<file path="src/rtl/mmu_data_port.sv">
// Data-side MMU port: latches one load/store, translates it through an 8-entry
// paired-page TLB (or the unmapped window), then runs a single bus access.
module mmu_data_port #(
  parameter int          TLB_INDEX_WIDTH = 3,
  parameter logic [4:0]  EC_NONE         = 5'h1F
) (
  input  logic                         clk,
  input  logic                         rst,
  input  logic [2:0]                   req_opt,
  input  logic [31:0]                  req_addr,
  input  logic [31:0]                  req_wdata,
  input  logic [TLB_INDEX_WIDTH+63:0]  tlb_write_struct,
  output logic [31:0]                  resp_rdata,
  output logic [4:0]                   resp_exc_code,
  output logic                         busy,
  output logic [31:0]                  phy_addr,
  output logic [31:0]                  phy_wdata,
  output logic [3:0]                   phy_be,
  output logic                         phy_rd,
  output logic                         phy_wr,
  input  logic [31:0]                  phy_rdata,
  input  logic                         phy_ack
);
  localparam int TLB_N = 1 << TLB_INDEX_WIDTH;

  localparam logic [2:0] OP_LW = 3'd1, OP_SW = 3'd2, OP_LB = 3'd3, OP_LBU = 3'd4, OP_SB = 3'd5;
  localparam logic [4:0] EC_MOD = 5'd1, EC_TLBL = 5'd2, EC_TLBS = 5'd3, EC_ADEL = 5'd4, EC_ADES = 5'd5;

  typedef struct packed {
    logic [18:0] vpn2;
    logic [19:0] pfn1;
    logic        d1;
    logic        v1;
    logic [19:0] pfn0;
    logic        d0;
    logic        v0;
  } tlb_entry_t;

  typedef struct packed {
    logic                       en;
    logic [TLB_INDEX_WIDTH-1:0] idx;
    tlb_entry_t                 entry;
  } tlb_wr_t;

  typedef enum logic [1:0] {IDLE, XLATE, BUS} state_t;

  state_t      state, state_nxt;
  tlb_wr_t     tlb_wr;
  tlb_entry_t  tlb [TLB_N];
  logic [2:0]  opt_q;
  logic [31:0] addr_q, wdata_q;

  logic        req_ok, is_load, is_store, is_word, misalign, unmapped;
  logic        hit, pg_v, pg_d;
  logic [19:0] pg_pfn;
  logic        xl_exc;
  logic [4:0]  xl_code;
  logic [31:0] xl_addr, xl_wdata, ld_data;
  logic [3:0]  xl_be;
  logic [7:0]  rd_byte;

  assign tlb_wr   = tlb_write_struct;
  assign req_ok   = (req_opt >= OP_LW) && (req_opt <= OP_SB);
  assign is_load  = (opt_q == OP_LW) || (opt_q == OP_LB) || (opt_q == OP_LBU);
  assign is_store = (opt_q == OP_SW) || (opt_q == OP_SB);
  assign is_word  = (opt_q == OP_LW) || (opt_q == OP_SW);
  assign misalign = is_word && (addr_q[1:0] != 2'b00);
  assign unmapped = (addr_q[31:30] == 2'b10);

  // Descending scan so the lowest matching index is the one left standing.
  always_comb begin
    hit    = 1'b0;
    pg_v   = 1'b0;
    pg_d   = 1'b0;
    pg_pfn = '0;
    for (int i = TLB_N - 1; i >= 0; i--) begin
      if (tlb[i].vpn2 == addr_q[31:13]) begin
        hit    = 1'b1;
        pg_v   = addr_q[12] ? tlb[i].v1   : tlb[i].v0;
        pg_d   = addr_q[12] ? tlb[i].d1   : tlb[i].d0;
        pg_pfn = addr_q[12] ? tlb[i].pfn1 : tlb[i].pfn0;
      end
    end
  end

  always_comb begin
    xl_exc  = 1'b1;
    xl_code = EC_NONE;
    if (misalign)                      xl_code = is_load ? EC_ADEL : EC_ADES;
    else if (!unmapped && !(hit && pg_v)) xl_code = is_load ? EC_TLBL : EC_TLBS;
    else if (!unmapped && is_store && !pg_d) xl_code = EC_MOD;
    else                               xl_exc  = 1'b0;
  end

  assign xl_addr  = unmapped ? (addr_q & 32'h1FFF_FFFF) : {pg_pfn, addr_q[11:0]};
  assign xl_be    = is_word ? 4'b1111 : (4'b0001 << addr_q[1:0]);
  assign xl_wdata = (opt_q == OP_SB) ? {4{wdata_q[7:0]}} : wdata_q;
  assign rd_byte  = phy_rdata[{addr_q[1:0], 3'b000} +: 8];

  always_comb begin
    ld_data = phy_rdata;
    if (opt_q == OP_LB)       ld_data = {{24{rd_byte[7]}}, rd_byte};
    else if (opt_q == OP_LBU) ld_data = {24'h0, rd_byte};
  end

  always_ff @(posedge clk or negedge rst)
    if (!rst) state <= IDLE;
    else      state <= state_nxt;

  always_comb begin
    state_nxt = state;
    case (state)
      IDLE:    if (req_ok)  state_nxt = XLATE;
      XLATE:   state_nxt = xl_exc ? IDLE : BUS;
      BUS:     if (phy_ack) state_nxt = IDLE;
      default: state_nxt = IDLE;
    endcase
  end

  always_ff @(posedge clk or negedge rst) begin
    if (!rst) begin
      busy          <= 1'b0;
      phy_rd        <= 1'b0;
      phy_wr        <= 1'b0;
      phy_be        <= '0;
      phy_addr      <= '0;
      phy_wdata     <= '0;
      resp_rdata    <= '0;
      resp_exc_code <= EC_NONE;
      opt_q         <= '0;
      addr_q        <= '0;
      wdata_q       <= '0;
    end else begin
      busy <= (state_nxt != IDLE);
      case (state)
        IDLE: if (req_ok) begin
          opt_q         <= req_opt;
          addr_q        <= req_addr;
          wdata_q       <= req_wdata;
          resp_exc_code <= EC_NONE;
        end
        XLATE: if (xl_exc) begin
          resp_exc_code <= xl_code;
        end else begin
          phy_addr  <= xl_addr;
          phy_be    <= xl_be;
          phy_wdata <= xl_wdata;
          phy_rd    <= is_load;
          phy_wr    <= !is_load;
        end
        BUS: if (phy_ack) begin
          phy_rd <= 1'b0;
          phy_wr <= 1'b0;
          if (is_load) resp_rdata <= ld_data;
        end
        default: ;
      endcase
    end
  end

  // Lookup reads tlb[] combinationally, so a write on the same edge is seen next cycle.
  always_ff @(posedge clk or negedge rst) begin
    if (!rst) begin
      for (int i = 0; i < TLB_N; i++) tlb[i] <= '0;
    end else if (tlb_wr.en) begin
      tlb[tlb_wr.idx] <= tlb_wr.entry;
    end
  end
endmodule

</file>
<file path="config.mk">
export PLATFORM = sky130hd
export DESIGN_NAME = mmu_data_port
export DESIGN_NICKNAME = d
export VERILOG_FILES = /design/src/rtl/mmu_data_port.sv
export SDC_FILE = /design/constraint.sdc
export NUM_CORES = 1
export LEC_CHECK = 0
export CAP_MARGIN = 10
export CELL_PAD_IN_SITES_DETAIL_PLACEMENT = 1
export CELL_PAD_IN_SITES_GLOBAL_PLACEMENT = 2
export CORE_MARGIN = 2
export CORE_UTILIZATION = 41
export DETAILED_ROUTE_END_ITERATION = 10
export PLACE_DENSITY_LB_ADDON = 0.1
export SLEW_MARGIN = 20
export SYNTH_ARGS = -nofsm -noshare
export SYNTH_HDL_FRONTEND = slang
export SYNTH_SLANG_ARGS = --single-unit
</file>
<file path="constraint.sdc">
create_clock -name clk -period 4 [get_ports clk]
set_input_delay 0.4 -clock clk [delete_from_list [all_inputs] [get_ports clk]]
set_output_delay 0.4 -clock clk [all_outputs]
set_load 0.01 [all_outputs]
</file>
== Word-level counts from Yosys, hierarchy flattened ==
Cells that the tools add are included.
Operators by class
  order comparisons: 4
  equal/unequal tests: 20
  shift-type cells: 2
  mux-type cells: 84
  bitwise gates (word level): 2
  reductions and logical operators: 25
Operator list (number)
  504-bit bitwise mux: 1
  20-bit 2-to-1 mux: 16
  63-bit demux with 3-bit select: 1
  19-bit equality test: 8
  32-bit 2-to-1 mux: 4
  63-bit 2-to-1 mux: 1
  1-bit 2-to-1 mux: 48
  32-bit by 6-bit variable part select with 8-bit output: 1
  5-bit 2-to-1 mux: 5
  5-bit one-hot mux with 2 select lines: 1
  3-bit AND reduction: 3
  2-bit inequality test (second input constant): 4
  2-bit nonzero test: 4
  1-bit logical AND: 7
  3-bit by 2-bit equality test with 1-bit output (second input constant): 2
  3-bit equality test (second input constant): 2
  2-bit 2-to-1 mux: 3
  2-bit one-hot mux with 3 select lines: 1
  2-bit equality test (second input constant): 2
  4-bit greater-or-equal comparator (second input constant): 1
  1-bit logical NOT: 4
  1-bit logical OR: 4
  4-bit by 1-bit < comparator with 1-bit output (second input constant): 1
  4-bit 2-to-1 mux: 1
  other kinds (10): 12
Word-level totals
  bits in registers: 681
  input port bits: 169
  output and inout bits: 108
  word-level logic and storage cells: 205

== Depth between registers and ports, before layout ==
  depth in word-level cells: 17
  mapped depth: 13
  mapped depth without buffers: 9

== Worst setup path before layout ==
No wires, ideal clock.
  path type: reg2reg
  start: register addr_q[23]
  end: register phy_addr[0]
  setup time: 0.125 ns
  arrival: 2.916 ns
  data required time: 3.875 ns
  setup slack: 0.958 ns
  cell stages (with the launch flop): 13
  buffers on the path: 3
  period minus slack after synthesis: 3.042 ns
  cell sequence: dfrtp_1 buf_4 xnor2_1 nand4_1 nor4_2 nand2_2 a21boi_0 o221a_1 a211o_1 or3b_1 buf_6 buf_6 mux2_4
On the way
  longest elaborated chain between the ends: 16
  elaborated cells on any way between the ends: 42
  those cells by class: 8 x eq/ne; 27 x mux; 1 x bitwise; 6 x reduce/logical
RTL lines
  start, declared: RTL line 51  | logic [31:0] addr_q, wdata_q;
  start signal, assigned: RTL line 138  | addr_q <= req_addr;
  19-bit equality test: RTL line 77  | if (tlb[i].vpn2 == addr_q[31:13]) begin
  1-bit 2-to-1 mux (8 in series): RTL line 77
  1-bit logical NOT or 1-bit logical AND (tied branches): RTL line 91, 90
  1-bit logical AND or 1-bit logical NOT (tied branches): RTL line 91, 90
  1-bit 2-to-1 mux or 1-bit logical AND (tied branches): RTL line 91, 90
  1-bit 2-to-1 mux *: RTL line 90  | else if (!unmapped && !(hit && pg_v)) xl_code = is_load ? EC_TLBL : EC_TLBS;
  1-bit 2-to-1 mux *: RTL line 89  | if (misalign) xl_code = is_load ? EC_ADEL : EC_ADES;
  1-bit inverter (no source line) *
  2-bit AND reduction (no source line) *
  end signal, assigned: RTL line 145  | phy_addr <= xl_addr;
  end, declared: RTL line 16  | output logic [31:0] phy_addr,
Every way passes the cells marked *; elsewhere a longest branch is shown, timed or not.
A chain may end at the register's enable or synchronous reset.

== Worst setup path in the final report ==
  start: register addr_q[15]
  end: register phy_addr[21]
On the way
  longest elaborated chain between the ends: 16
  elaborated cells on any way between the ends: 51
  those cells by class: 8 x eq/ne; 36 x mux; 1 x bitwise; 6 x reduce/logical
RTL lines (RTL line)
  19-bit equality test: 77
  1-bit 2-to-1 mux (8 in series): 77
  1-bit logical NOT or 1-bit logical AND (tied branches): 91, 90
  1-bit logical AND or 1-bit logical NOT (tied branches): 91, 90
  1-bit 2-to-1 mux or 1-bit logical AND (tied branches): 91, 90
  1-bit 2-to-1 mux: 90
  1-bit 2-to-1 mux: 89
  1-bit inverter (no source line)
  2-bit AND reduction (no source line)
Several ways; a longest one is shown, not always the timed one.

==> results.txt <==
By area the synthesized netlist is led by dfrtp_1 54%, mux2_2 21%, mux2i_1 4.6%. The area share of the leading cell type in the synthesized netlist is 54.3%. The vertical extent of the die is 280 um. Of all nets on the critical path, the largest fanout is 52. The number of endpoints failing setup at the final stage came out at 0.

Wires add up to 95.2 mm. The design area came out at 37900 um^2. The power consumption came out at 26.9 mW. The fraction of registers with async set/reset is 100%. The final-layout fill cell count came out at 7507. The total global-route track usage is 24.5%.

The element type at the critical path end is a register. The net count after synthesis is 2489. The type of origin of the critical path is a register. Clock tree synthesis inserted a total of 78 buffers. The post-synthesis to final-layout area growth is 21.6%. The path class of the lowest-slack min-delay path is in -> async.

The longest clock path from root to sink contains 3 buffers. Yosys mapped a number of flops with a built-in enable equal to 0. In this run, placement finished with an instance count of 3480. The root buffer cell chosen for the clock tree is clkbuf_16. The die is 280 um wide. The slowest stage of the critical path is the dfrtp_1 cell.

In the final timing run, aggregate negative setup slack is 0 ns. The total die area came out at 78200 um^2. Headroom to the max-slew limit came out at 41.5%. The number of warning messages in the yosys log came out at 0. The number of clock sinks came out at 680. The worst hold-check slack came out at 0.350 ns. The post-synthesis register bit count came out at 680. The remaining routing DRC violations came out at 0. Summed over all instances, the cell type with the most area after synthesis is dfrtp_1. The initialized floorplan defines 101 standard-cell rows. The routed via count divided by cell count came out at 5.54. The count of distinct cell types in the synthesized netlist came out at 58.

The number of top-level design ports is 277. The remaining antenna violation count is 0. The share of final-layout standard cells stronger than drive strength 1 is 32.5%. The initial utilization of the core area, before any placement, comes to 41.2%. IR analysis of the VDD net gives a maximum drop of 0.000429 V. Sorting the synthesized cells by how often they occur yields 676 x dfrtp_1, 578 x mux2_2, 144 x mux2i_1, 115 x a21oi_1, 96 x clkbuf_1. The post-synthesis sequential area ratio came out at 54.6%. The final-report max-slew violation count came to 0. The endpoint required time on the critical path is 4.49 ns. The core utilization of the finished layout came out at 50.1%.

Among all cell types in the netlist, the one instantiated most often is dfrtp_1. The synthesized instance count is 2320. The half-perimeter wire length of the detailed placement result is 62.3 mm. The critical path is of the reg -> reg type. The synthesized area per cell is 13.4 um^2. The count of cells in the finished layout, fillers not included, comes to 3623. The delay of the slowest critical-path stage came out at 0.52 ns. The final routed wire length divided by cell count is 26.3 um. The number of antenna violations at the first check in global routing came out at 4. The clock network latency to the later pin of the worst-skew pair is 0.62 ns.

After detailed placement, the total cell area comes to 35200 um^2. The number of global-route vias before repair came out at 22179. The core box area came out at 75600 um^2.

The number of post-CTS setup repair buffers is 0. The kind of cell with the highest combined delay along the critical path is simple AND/OR/NAND/NOR gates. The run finished with clean final reports. The clock transition time at the flip-flop clock pins of the worst setup and hold paths came out at 0.06 ns. Setup repair after global routing left no endpoint under its margin. Traced cell by cell, the critical path runs through xnor2_1 > nand4_1 > nor4_1 > buf_4 > and2_1 > a21boi_0 > o221a_1 > a211o_1 > or3b_4 > buf_12 > mux2_4.

At the placement stage, the worst setup path has a slack of -0.109 ns. Routability-driven placement finished with a final weighted congestion of 0.883. TritonCTS built the clock tree. The transition time at the pin with the least slew margin is 0.877 ns. The first-pass GRT wire length is 144 mm. The cell area after synthesis came out at 31100 um^2. For this run, the leading register cell type out of synthesis is dfrtp_1.

The post-layout net count is 2752. The total of max-cap violations came out at 0. The maximum clock rate is 0.260 GHz. For this run, the detailed router's first-pass iteration total came to 5. At the worst endpoint, the arrival time is 4.34 ns. Buffers placed on the I/O ports in this run total 276.

The worst setup skew after layout is 0.0183 ns. The shortest period the worst path allows came out at 3.85 ns. The final-report hold violation count is 0. The number of buffers and inverters on the critical path is 2. The power per cell area is 710 nW/um^2. After the first detailed-routing iteration, the DRC count stood at 973. Dividing the final minimum period by the clock period gives 96.3%. The maximum level of the CTS H-tree is 3. The largest net degree at the start of global routing is 121. The analysis attributes to cell leakage a power of 16.5 nW. The via count of the routed design came out at 20059. The setup slack after layout came out at 0.150 ns. The total overflow left after global routing is 0.
repair_timing:
item	4_1_cts	5_1_grt
endpoints found under the hold margin	60	0
gates resized for setup	1	6
gates cloned	0	0
hold buffers	1	0
setup endpoints to repair	28	22
flip-flops by register name, indices dropped and copies added, names as in the netlist:
| register | flops |
|---|---|
| phy_wdata | 32 |
| phy_be | 4 |
| tlb | 504 |
| resp_rdata | 32 |
| opt_q | 3 |
| wdata_q | 32 |
| state | 2 |
| addr_q | 32 |
| busy | 1 |
| phy_addr | 32 |
| phy_wr | 1 |
| resp_exc_code | 4 |
| phy_rd | 1 |
path summary, 6_finish.rpt:
path	from	cells after the start	slack [ns]	to
max	addr_q[15]	11	0.15	phy_addr[21]
min	rst	2	0.35	resp_rdata[8]
max reg2reg	addr_q[15]	11	0.15	phy_addr[21]
min reg2reg	tlb[13]	1	0.50	tlb[13]
max in group asynchronous	rst	3	2.46	tlb[98]
min in group clk	phy_rdata[25]	3	0.37	resp_rdata[25]
area by class of cell:
type                    count  area (um^2)  share of cell area (%)
diodes                      2         5.00                  0.0132
clock buffers             117         2380                    6.29
clock inverters            23          290                   0.767
inverters                  27          101                   0.268
multi-input cells        1458        13400                    35.3
flip-flops and latches    680        17000                    45.0
well taps                 978         1220                    3.23
repair buffers            338         3460                    9.14
cell families (layout without fill, tap and decap cells):
group | Yosys count | in the layout | synth area share, %
mux | 783 | 783 | 28.9
xor+xnor | 153 | 153 | 4.30
simple gates | 245 | 245 | 4.05
compound gates | 277 | 277 | 5.50
other cells | 0 | 2 | 0
flops | 680 | 680 | 54.6
buf+inv | 182 | 505 | 2.63
power breakdown:
part,switching [mW],internal (mW),total [mW]
Clock,2.90,4.49,7.40
Sequential,1.74,8.91,10.6
Combinational,4.18,4.68,8.85
Total,8.82,18.1,26.9
cell usage in the layout (no fill, tap or decap), types with 25 or more instances in the layout:
cell type,Yosys,routed
inv_1,27,27
o21ai_0,47,47
dfrtp_1,676,671
mux2i_1,144,144
nor2_1,58,56
mux2_2,578,578
xor2_1,90,90
a21oi_1,115,114
a211oi_1,26,25
nand2_1,45,45
mux2_4,41,41
clkdlybuf4s50_1,0,275
xnor2_1,63,62
buf_4,14,43
clkbuf_16,0,80
layer usage:
| layer | routed length [um] | GRT usage, % | vias to the layer above |
|---|---|---|---|
| met4 | 2330 | 7.17 | 6 |
| li1 | - | - | 8859 |
| met3 | 4080 | 4.10 | 139 |
| met5 | 41 | 0 | - |
| met2 | 46100 | 40.9 | 400 |
| met1 | 42600 | 33.0 | 10655 |
(Power assumes the default switching activity.)
